[src/rtl/proc_sequencer.sv]
// rtl/proc_sequencer.sv - per-frame shape/color analysis pass sequencer
// Freezes the frame buffer, runs the engine under a watchdog, latches its result.
module proc_sequencer #(
  parameter int FREEZE_CYC = 4,
  parameter int CLR_CYC    = 2,
  parameter int TO_W       = 20,
  parameter int TO_CYC     = 200000,
  parameter int CNT_W      = 8
) (
  input  logic             clk,
  input  logic             rst,
  input  logic             cmd_start,
  input  logic             cmd_continuous,
  input  logic             cmd_abort,
  input  logic             cap_frame_done,
  output logic             cap_freeze,
  output logic             proc_init,
  input  logic             proc_done,
  input  logic [1:0]       proc_color,
  input  logic [1:0]       proc_figure,
  output logic [1:0]       res_color,
  output logic [1:0]       res_figure,
  output logic             res_valid,
  output logic             res_new,
  output logic [CNT_W-1:0] res_count,
  output logic             busy,
  output logic             timeout_err,
  output logic [2:0]       state_dbg
);

  typedef enum logic [2:0] {
    S_IDLE       = 3'd0,
    S_WAIT_FRAME = 3'd1,
    S_FREEZE     = 3'd2,
    S_RUN        = 3'd3,
    S_LATCH      = 3'd4,
    S_RELEASE    = 3'd5
  } state_t;

  localparam logic [TO_W-1:0] FREEZE_LAST = TO_W'(FREEZE_CYC - 1);
  localparam logic [TO_W-1:0] CLR_LAST    = TO_W'(CLR_CYC - 1);
  localparam logic [TO_W-1:0] TO_LAST     = TO_W'(TO_CYC - 1);

  state_t          state;
  state_t          state_nxt;
  logic [TO_W-1:0] cnt;
  logic            armed;
  logic            do_latch;
  logic            do_timeout;

  // One counter serves as freeze delay, watchdog and release delay; it restarts on every state change.
  always_comb begin
    state_nxt  = state;
    do_latch   = 1'b0;
    do_timeout = 1'b0;
    case (state)
      S_IDLE: begin
        if (cmd_start) state_nxt = S_WAIT_FRAME;
      end
      S_WAIT_FRAME: begin
        if (cmd_abort)           state_nxt = S_RELEASE;
        else if (cap_frame_done) state_nxt = S_FREEZE;
      end
      S_FREEZE: begin
        if (cmd_abort)               state_nxt = S_RELEASE;
        else if (cnt == FREEZE_LAST) state_nxt = S_RUN;
      end
      S_RUN: begin
        if (cmd_abort) begin
          state_nxt = S_RELEASE;
        end else if (cnt == TO_LAST) begin
          do_timeout = 1'b1;
          state_nxt  = S_RELEASE;
        end else if (armed && proc_done) begin
          do_latch  = 1'b1;
          state_nxt = S_LATCH;
        end
      end
      S_LATCH: begin
        state_nxt = S_RELEASE;
      end
      S_RELEASE: begin
        if (cnt == CLR_LAST) state_nxt = cmd_continuous ? S_WAIT_FRAME : S_IDLE;
      end
      default: begin
        state_nxt = S_IDLE;
      end
    endcase
  end

  always_ff @(posedge clk) begin
    if (rst) begin
      state       <= S_IDLE;
      cnt         <= '0;
      armed       <= 1'b0;
      res_color   <= 2'd0;
      res_figure  <= 2'd0;
      res_valid   <= 1'b0;
      res_count   <= '0;
      timeout_err <= 1'b0;
    end else begin
      state <= state_nxt;
      cnt   <= (state_nxt != state) ? '0 : cnt + TO_W'(1);
      // A done level left over from the previous run must fall before it can count.
      armed <= (state == S_RUN) && (state_nxt == S_RUN) && (armed || !proc_done);
      if (state == S_IDLE && cmd_start) begin
        res_valid   <= 1'b0;
        timeout_err <= 1'b0;
      end
      if (do_timeout) timeout_err <= 1'b1;
      if (do_latch) begin
        res_color  <= proc_color;
        res_figure <= proc_figure;
        res_valid  <= 1'b1;
        res_count  <= res_count + CNT_W'(1);
      end
    end
  end

  assign cap_freeze = (state == S_FREEZE) || (state == S_RUN) || (state == S_LATCH);
  assign proc_init  = (state == S_RUN);
  assign res_new    = (state == S_LATCH);
  assign busy       = (state != S_IDLE);
  assign state_dbg  = state;

endmodule

[config.mk]
export PLATFORM = sky130hd
export DESIGN_NAME = proc_sequencer
export DESIGN_NICKNAME = d
export VERILOG_FILES = /design/src/rtl/proc_sequencer.sv
export SDC_FILE = /design/constraint.sdc
export NUM_CORES = 1
export LEC_CHECK = 0
export ABC_CLOCK_PERIOD_IN_PS = 3600
export CELL_PAD_IN_SITES_DETAIL_PLACEMENT = 0
export CELL_PAD_IN_SITES_GLOBAL_PLACEMENT = 1
export CORE_ASPECT_RATIO = 0.9
export CORE_MARGIN = 2
export CORE_UTILIZATION = 30
export DETAILED_ROUTE_END_ITERATION = 10
export GPL_TIMING_DRIVEN = 1
export PLACE_DENSITY = 0.67
export SYNTH_ARGS = -nofsm -noshare
export SYNTH_HDL_FRONTEND = slang
export SYNTH_SLANG_ARGS = --single-unit
export TNS_END_PERCENT = 20
[constraint.sdc]
create_clock -name clk -period 3.6 [get_ports clk]
set_input_delay 0.72 -clock clk [delete_from_list [all_inputs] [get_ports clk]]
set_output_delay 0.72 -clock clk [all_outputs]
set_load 0.05 [all_outputs]
Word-level counts from Yosys, hierarchy flattened

Cells that the tools add are included.

Logic and storage cells: 54
Bits of input ports: 11
Output and inout bits: 21
Bits in registers: 38

Multiplexer cells: 21
Reductions and logical operators: 13
Add/sub/neg operators: 2
Equal/unequal tests: 10

Operators with widths:

| operator              | count |
|---|---|
| $mux 3                | 9 |
| $add 20x1->20 const B | 1 |
| $eq 20x1->1 const B   | 1 |
| $eq 20x18->1 const B  | 1 |
| $eq 20x2->1 const B   | 1 |
| $pmux 3 s6            | 1 |
| $mux 1                | 11 |
| $eq 3x2->1 const B    | 3 |
| $add 8x1->8 const B   | 1 |
| $eq 3x3->1 const B    | 2 |
| $logic_and 1x1->1     | 4 |
| $reduce_bool 2->1     | 2 |
| $eq 3x1->1 const B    | 1 |
| $logic_not 3->1       | 1 |
| $logic_or 1x1->1      | 3 |
| $ne 3x3->1            | 1 |
| $reduce_bool 3->1     | 1 |
| $reduce_or 2->1       | 1 |
| $logic_not 1->1       | 1 |

Logic depth before layout (Yosys ltp)

Gate-level depths: netlist (run 1).

Depth in word-level cells: 8
Mapped depth: 8
Gate-level depth less buffers: 7

Least setup slack after synthesis (run 1)

No wires, ideal clock.

Path kind: register to output
From: register state[2], in the netlist state_dbg[2]
To: output port cap_freeze
Stages on the path, launching flop included: 5
Arrival time: 2617 ps
Slack: 263 ps
Path buffers: 1
Data required time: 2880 ps
Cells stage by stage: dfxtp_1 -> buf_4 -> inv_2 -> nor3_1 -> nand2b_1

Elaborated cells between the ends (all ways): 5
Those cells by class: 3 x eq/ne; 2 x reduce/logical

RTL lines:

| what                   | RTL line | text |
|---|---|---|
| start, declared        | 44       | `state_t state;` |
| start signal, assigned | 102      | `state <= state_nxt;` |
| $eq 3x3->1             | -        |  |
| via res_new            | 24       | `output logic res_new,` |
| $logic_or 1x1->1       | 120      | `assign cap_freeze = (state == S_FREEZE) \|\| (state == S_RUN) \|\| (state == S_LATCH);` |
| end, declared          | 16       | `output logic cap_freeze,` |

The timed path passes the listed nets, and every way through them passes these cells.

Final worst setup path (run 1)

From: register state[2], in the netlist state_dbg[2]
To: output port cap_freeze

Cells in the longest elaborated chain, start to end: 3
Elaborated cells between the ends (all ways): 5
Those cells by class: 3 x eq/ne; 2 x reduce/logical

RTL lines:

| what                 | RTL line |
|---|---|
| $eq 3x2->1           | 120 |
| $logic_or 1x1->1     | 120 |
| $logic_or 1x1->1 (*) | 120 |

Mark *: on every way between the ends. The rest lies on a longest branch, timed or not.

==> flow_summary.ini, run 1 <==
[outcome]
status = complete, no violations

[placement]
gp_congestion = 0.742
io_buffers = 31
place.detailed.hpwl_um = 3210

[power_and_ir_drop]
pwr_density_cell_nw_per_um2 = 524
intPower_mw = 0.855
netSwitchingFraction = 0.352
p_comb_frac = 0.292
ir_drop_mv = 0.200
clkPwrFrac = 0.341
power_frac_seq = 0.366
p_sw_mw = 0.465
leakage_nw = 0.862

[yosys]
synthesis.area_sq_um = 2020
ys_seq_area_frac = 0.377
synth-edff-count = 0
ys_ff_latch = 38
async_reset_ff_frac = 0
synth_cell_types = 44
ys_warn_count = 0
postSynthCellCount = 225
yosysMostFrequentCell = dfxtp_1
yosysTopAreaCell = dfxtp_1
synth.top_cells.by_count = dfxtp_1 (38), nand2_1 (24), nor2_1 (22)
synth_area_leaders = dfxtp_1 (38%), nor3_2 (10%), xor2_1 (6.5%)
ys.flop_type = dfxtp_1
avgSynthCellArea_sq_um = 8.98
yosysTopAreaCellShare = 0.377
syn-num-nets = 239

[critical_path]
end_kind = primary output
worstPathArrival_ns = 2.26
max_stage_delay_ns = 0.81
crit_fanout = 10
start_kind = flip-flop
slowest_stage = clkdlybuf4s50_1
critPathKind = reg -> out
crit_chain = inv_2 -> nor3_1 -> nand2b_1 -> clkdlybuf4s50_1
worstPathRequired_ns = 2.88

[detailed_routing]
ant_nets = 0
drtPass1Iterations = 4
drt-total-wl_um = 4540
via_per_inst = 4.80
drt_iter0_drc = 38
vias = 1655
routedWlPerCell_um = 13.2
drc = 0

[clock_tree]
clk_pin_slew_worst_paths_ns = 0.08
clk_path_buf_depth = 2
cts_hold_buf = 0
cts_max_level = 2
cts_buffers = 5
tritoncts = yes
clkLatencyLatePin_ns = 0.29
post_cts_buffers = 0
cts.sinks = 38
cts_resized = 0
cts-root-buf = clkbuf_8

[floorplan]
die_area_sq_um = 7400
die_x_um = 90.5
die_h_um = 81.8
start_util = 0.308
pin_count = 32
std_cell_rows = 28
core-area_sq_um = 6550

[global_route]
grt_pass1_wl_um = 7580
grt_max_degree = 21
antenna_found_initial = 0
grt_overflow = 0
grt.total_usage = 0.128
first_global_vias = 1559

[timing]
finalHoldViolations = 0
max_freq_mhz = 335
period_minus_slack_ns = 2.98
rsz0062_at_grt = false
max_slew_margin = 0.575
slew_violations = 0
skew_ns = 0.00967
finalCritPeriodShare = 0.828
setup_tns_ns = 0
worst_pin_slew_ns = 0.638
setup_violations = 0

[cells_and_area]
diodes = 0
final_core_util = 0.385
drive_gt1_frac = 0.157
layout-area-overhead-vs-synth_pct = 24.8
fillCellCount = 709
nets = 268

[min_path]
hold_path.class = reg -> reg

[flow_run]
cap_viol_max_count = 0
power groups by stage:
stage,combinational (mW),clock [mW],sequential [mW]
after detailed placement,0.391,0,0.493
after CTS,0.393,0.462,0.483
after global routing,0.418,0.483,0.489
after floorplan,0.319,0,0.495
final,0.386,0.451,0.483
after global placement,0.392,0,0.494
critical path: cells and delay by family, from the launching register on:
kind,cells,cell delay [ns]
AND/OR/NAND/NOR,2,0.51
flip-flops,1,0.55
buffers and inverters,2,0.92
cell type report:
| class | instances | area (sq um) | share of cell area |
|---|---|---|---|
| clock buffers | 6 | 82.6 | 0.0328 |
| clock inverters | 2 | 60.1 | 0.0238 |
| inverters | 4 | 15.0 | 0.00596 |
| multi-input cells | 172 | 1160 | 0.462 |
| flip-flops and latches | 38 | 761 | 0.302 |
| well taps | 90 | 113 | 0.0447 |
| repair buffers | 33 | 325 | 0.129 |
registers in the layout, summed over array words and instances, names as in the netlist:
signal,count
res_color,2
state_dbg,3
res_valid,1
armed,1
res_figure,2
cnt,20
timeout_err,1
res_count,8
per-stage QoR:
step                worst slack, ns  cell area (sq um)  total power [mW]  cells  hold slack [ns]
floorplan                     0.263               2020             0.814    225            0.496
global placement              0.937               2380             0.886    337            0.443
detailed placement            0.898               2380             0.884    337            0.447
CTS                           0.611               2520              1.34    345            0.458
global route                  0.511               2520              1.39    345            0.481
finish                        0.618               2520              1.32    345            0.455
kinds of logic after synthesis:
kind of cell,share of synthesized area
and+or+nand+nor,0.356
DFF,0.377
AOI/OAI and AO/OA,0.0936
xor gates and xnor gates,0.108
buffers and inverters,0.0465
adders and majority gates,0.0186
layout by cell type, fill, tap and decap left out, types with 2 or more instances in the layout:
master	n
bufinv_16	2
clkdlybuf4s50_1	31
xnor2_1	10
and3_1	8
and2_1	2
nand4_1	8
and4_1	4
nor3b_1	2
o21ai_1	4
nand2_1	24
dfxtp_1	38
buf_4	2
nor3_2	21
clkbuf_8	6
ha_1	3
inv_2	2
nor2_1	22
nor3_1	4
nand2b_1	2
o21a_1	2
xor2_1	15
nand3_1	10
nor4_1	3
a21oi_1	9
inv_1	2
a311oi_1	2
final timing paths:
check | to | from | slack (ns) | cells after the start
setup / recovery | cap_freeze | state_dbg[2] | 0.62 | 4
hold / removal | res_valid | res_valid | 0.45 | 2
setup reg to reg | cnt[19] | cnt[0] | 1.32 | 7
hold reg to reg | res_valid | res_valid | 0.45 | 2
per-layer routing:
metal,global-route usage,part of all wire,vias up
met5,0,0,-
met4,0.0554,0.014,0
met3,0.0294,0.027,5
met2,0.203,0.46,24
met1,0.170,0.50,768
li1,-,-,858
No activity file was read; power rests on OpenSTA's default activity.
==> inputs of run 2 (changes only) <==
- ABC_CLOCK_PERIOD_IN_PS: 3600 -> 3000
- clock period: 3.6 -> 3 ns (I/O delays scaled with it)
==> flow_summary.ini, run 2 (synthesized netlist as in run 1, its figures left out) <==
[cells_and_area]
final_cell_mix = dfxtp_1 (38), clkdlybuf4s50_1 (31), nand2_1 (24)
fin_area_sq_um = 2550
final_common_cell = dfxtp_1
regMostFlops = cnt
layout-area-overhead-vs-synth_pct = 26.1
nets = 269
largest_reg_flops = 20
drive_gt1_frac = 0.164
diodes = 0
fillCellCount = 683

[timing]
slew_violations = 0
worst_pin_slew_ns = 0.518
finalCritPeriodShare = 0.905
period_minus_slack_ns = 2.72
rsz0062_at_grt = false
hold_ws_ns = 0.457
setup_tns_ns = 0
max_slew_margin = 0.653
max_freq_mhz = 368
skew_ns = 0.00556
setup_violations = 0
finalHoldViolations = 0

[detailed_routing]
via_per_inst = 4.77
ant_nets = 0
drc = 0
drt_iter0_drc = 60
routedWlPerCell_um = 12.6
vias = 1652
drt-total-wl_um = 4350
drtPass1Iterations = 4

[clock_tree]
post_cts_buffers = 0
clk_pin_slew_worst_paths_ns = 0.08
tritoncts = yes
cts_max_level = 2
cts_hold_buf = 0
clk_path_buf_depth = 2
cts.sinks = 38
clkLatencyLatePin_ns = 0.29
cts-root-buf = clkbuf_8
cts_resized = 0
cts_buffers = 5

[placement]
io_buffers = 31
place.detailed.hpwl_um = 3160
placed_cell_area_sq_um = 2400
gp_congestion = 0.738

[min_path]
hold_path.class = reg -> reg
hold_depth = 2

[global_route]
grt_overflow = 0
antenna_found_initial = 0
first_global_vias = 1569
grt_max_degree = 21
grt_pass1_wl_um = 7410
grt.total_usage = 0.125

[critical_path]
end_kind = primary output
max_stage_delay_ns = 0.80
worstPathArrival_ns = 2.12
cp_top_family = buffers and inverters
crit_fanout = 10
cp_num_buf_inv = 2
worstPathRequired_ns = 2.40
crit_chain = inv_2 -> nor3_2 -> nand2b_1 -> clkdlybuf4s50_1
ff2ff_path_depth = 8
start_kind = flip-flop
path_depth = 4
reg2reg_slack_ns = 0.82
critPathKind = reg -> out
slowest_stage = clkdlybuf4s50_1

[power_and_ir_drop]
ir_drop_mv = 0.190
leakage_nw = 0.872
pwr_density_cell_nw_per_um2 = 637

[floorplan]
die_area_sq_um = 7400
die_h_um = 81.8
die_x_um = 90.5
core-area_sq_um = 6550
start_util = 0.308
pin_count = 32
std_cell_rows = 28

[flow_run]
cap_viol_max_count = 0

[outcome]
status = complete, no violations
==> run 2: changes by cell type in the layout (fill, tap and decap cells not counted) <==
cell	delta
buf_12	+1
nor3_1	-1
nor3_2	+1
==> run 2: final cells by class <==
type | instances | area [sq um] | share of cell area
clock buffer | 6 | 82.6 | 0.0324
clock inverter | 2 | 60.1 | 0.0236
inverter | 4 | 15.0 | 0.00590
multi-input combinational | 172 | 1170 | 0.459
sequential | 38 | 761 | 0.299
tap | 90 | 113 | 0.0442
timing repair buffer | 34 | 345 | 0.136
==> run 2: power by group <==
| part | switching (mW) | leakage (nW) | internal [mW] |
|---|---|---|---|
| Clock | 0.186 | 0.0714 | 0.355 |
| Combinational | 0.324 | 0.494 | 0.179 |
| Sequential | 0.0507 | 0.307 | 0.527 |
| Total | 0.561 | 0.872 | 1.06 |
==> run 2: worst register-to-register path: stages, from the launching register on <==
cell,delay (ns)
dfxtp_1,0.37
ha_1,0.30
and4_1,0.24
nand2_2,0.16
nor2_1,0.07
o21ai_0,0.25
o31a_2,0.43
buf_12,0.20
nor3_2,0.05
==> run 2: metal layers <==
layer	GRT usage	up-vias	share of wire
met5	0	-	0
met3	0.0312	7	0.034
li1	-	857	-
met1	0.168	761	0.50
met4	0.0554	0	0.019
met2	0.191	27	0.44
==> run 2: worst paths after layout <==
path	startpoint	to
setup / recovery	state_dbg[2]	cap_freeze
hold / removal	res_valid	res_valid
hold reg to reg	res_valid	res_valid
setup reg to reg	cnt[0]	cnt[7]
==> run 2: through the flow <==
stage                     utilization  total power [mW]  setup WS, ns  cells
after floorplan                     -             0.979         0.254    225
after detailed placement        0.367              1.10         0.387    338
final                           0.389              1.62         0.285    346
after global placement          0.367              1.10         0.437    338
after CTS                       0.389              1.65         0.256    346
after global routing            0.389              1.71         0.127    346
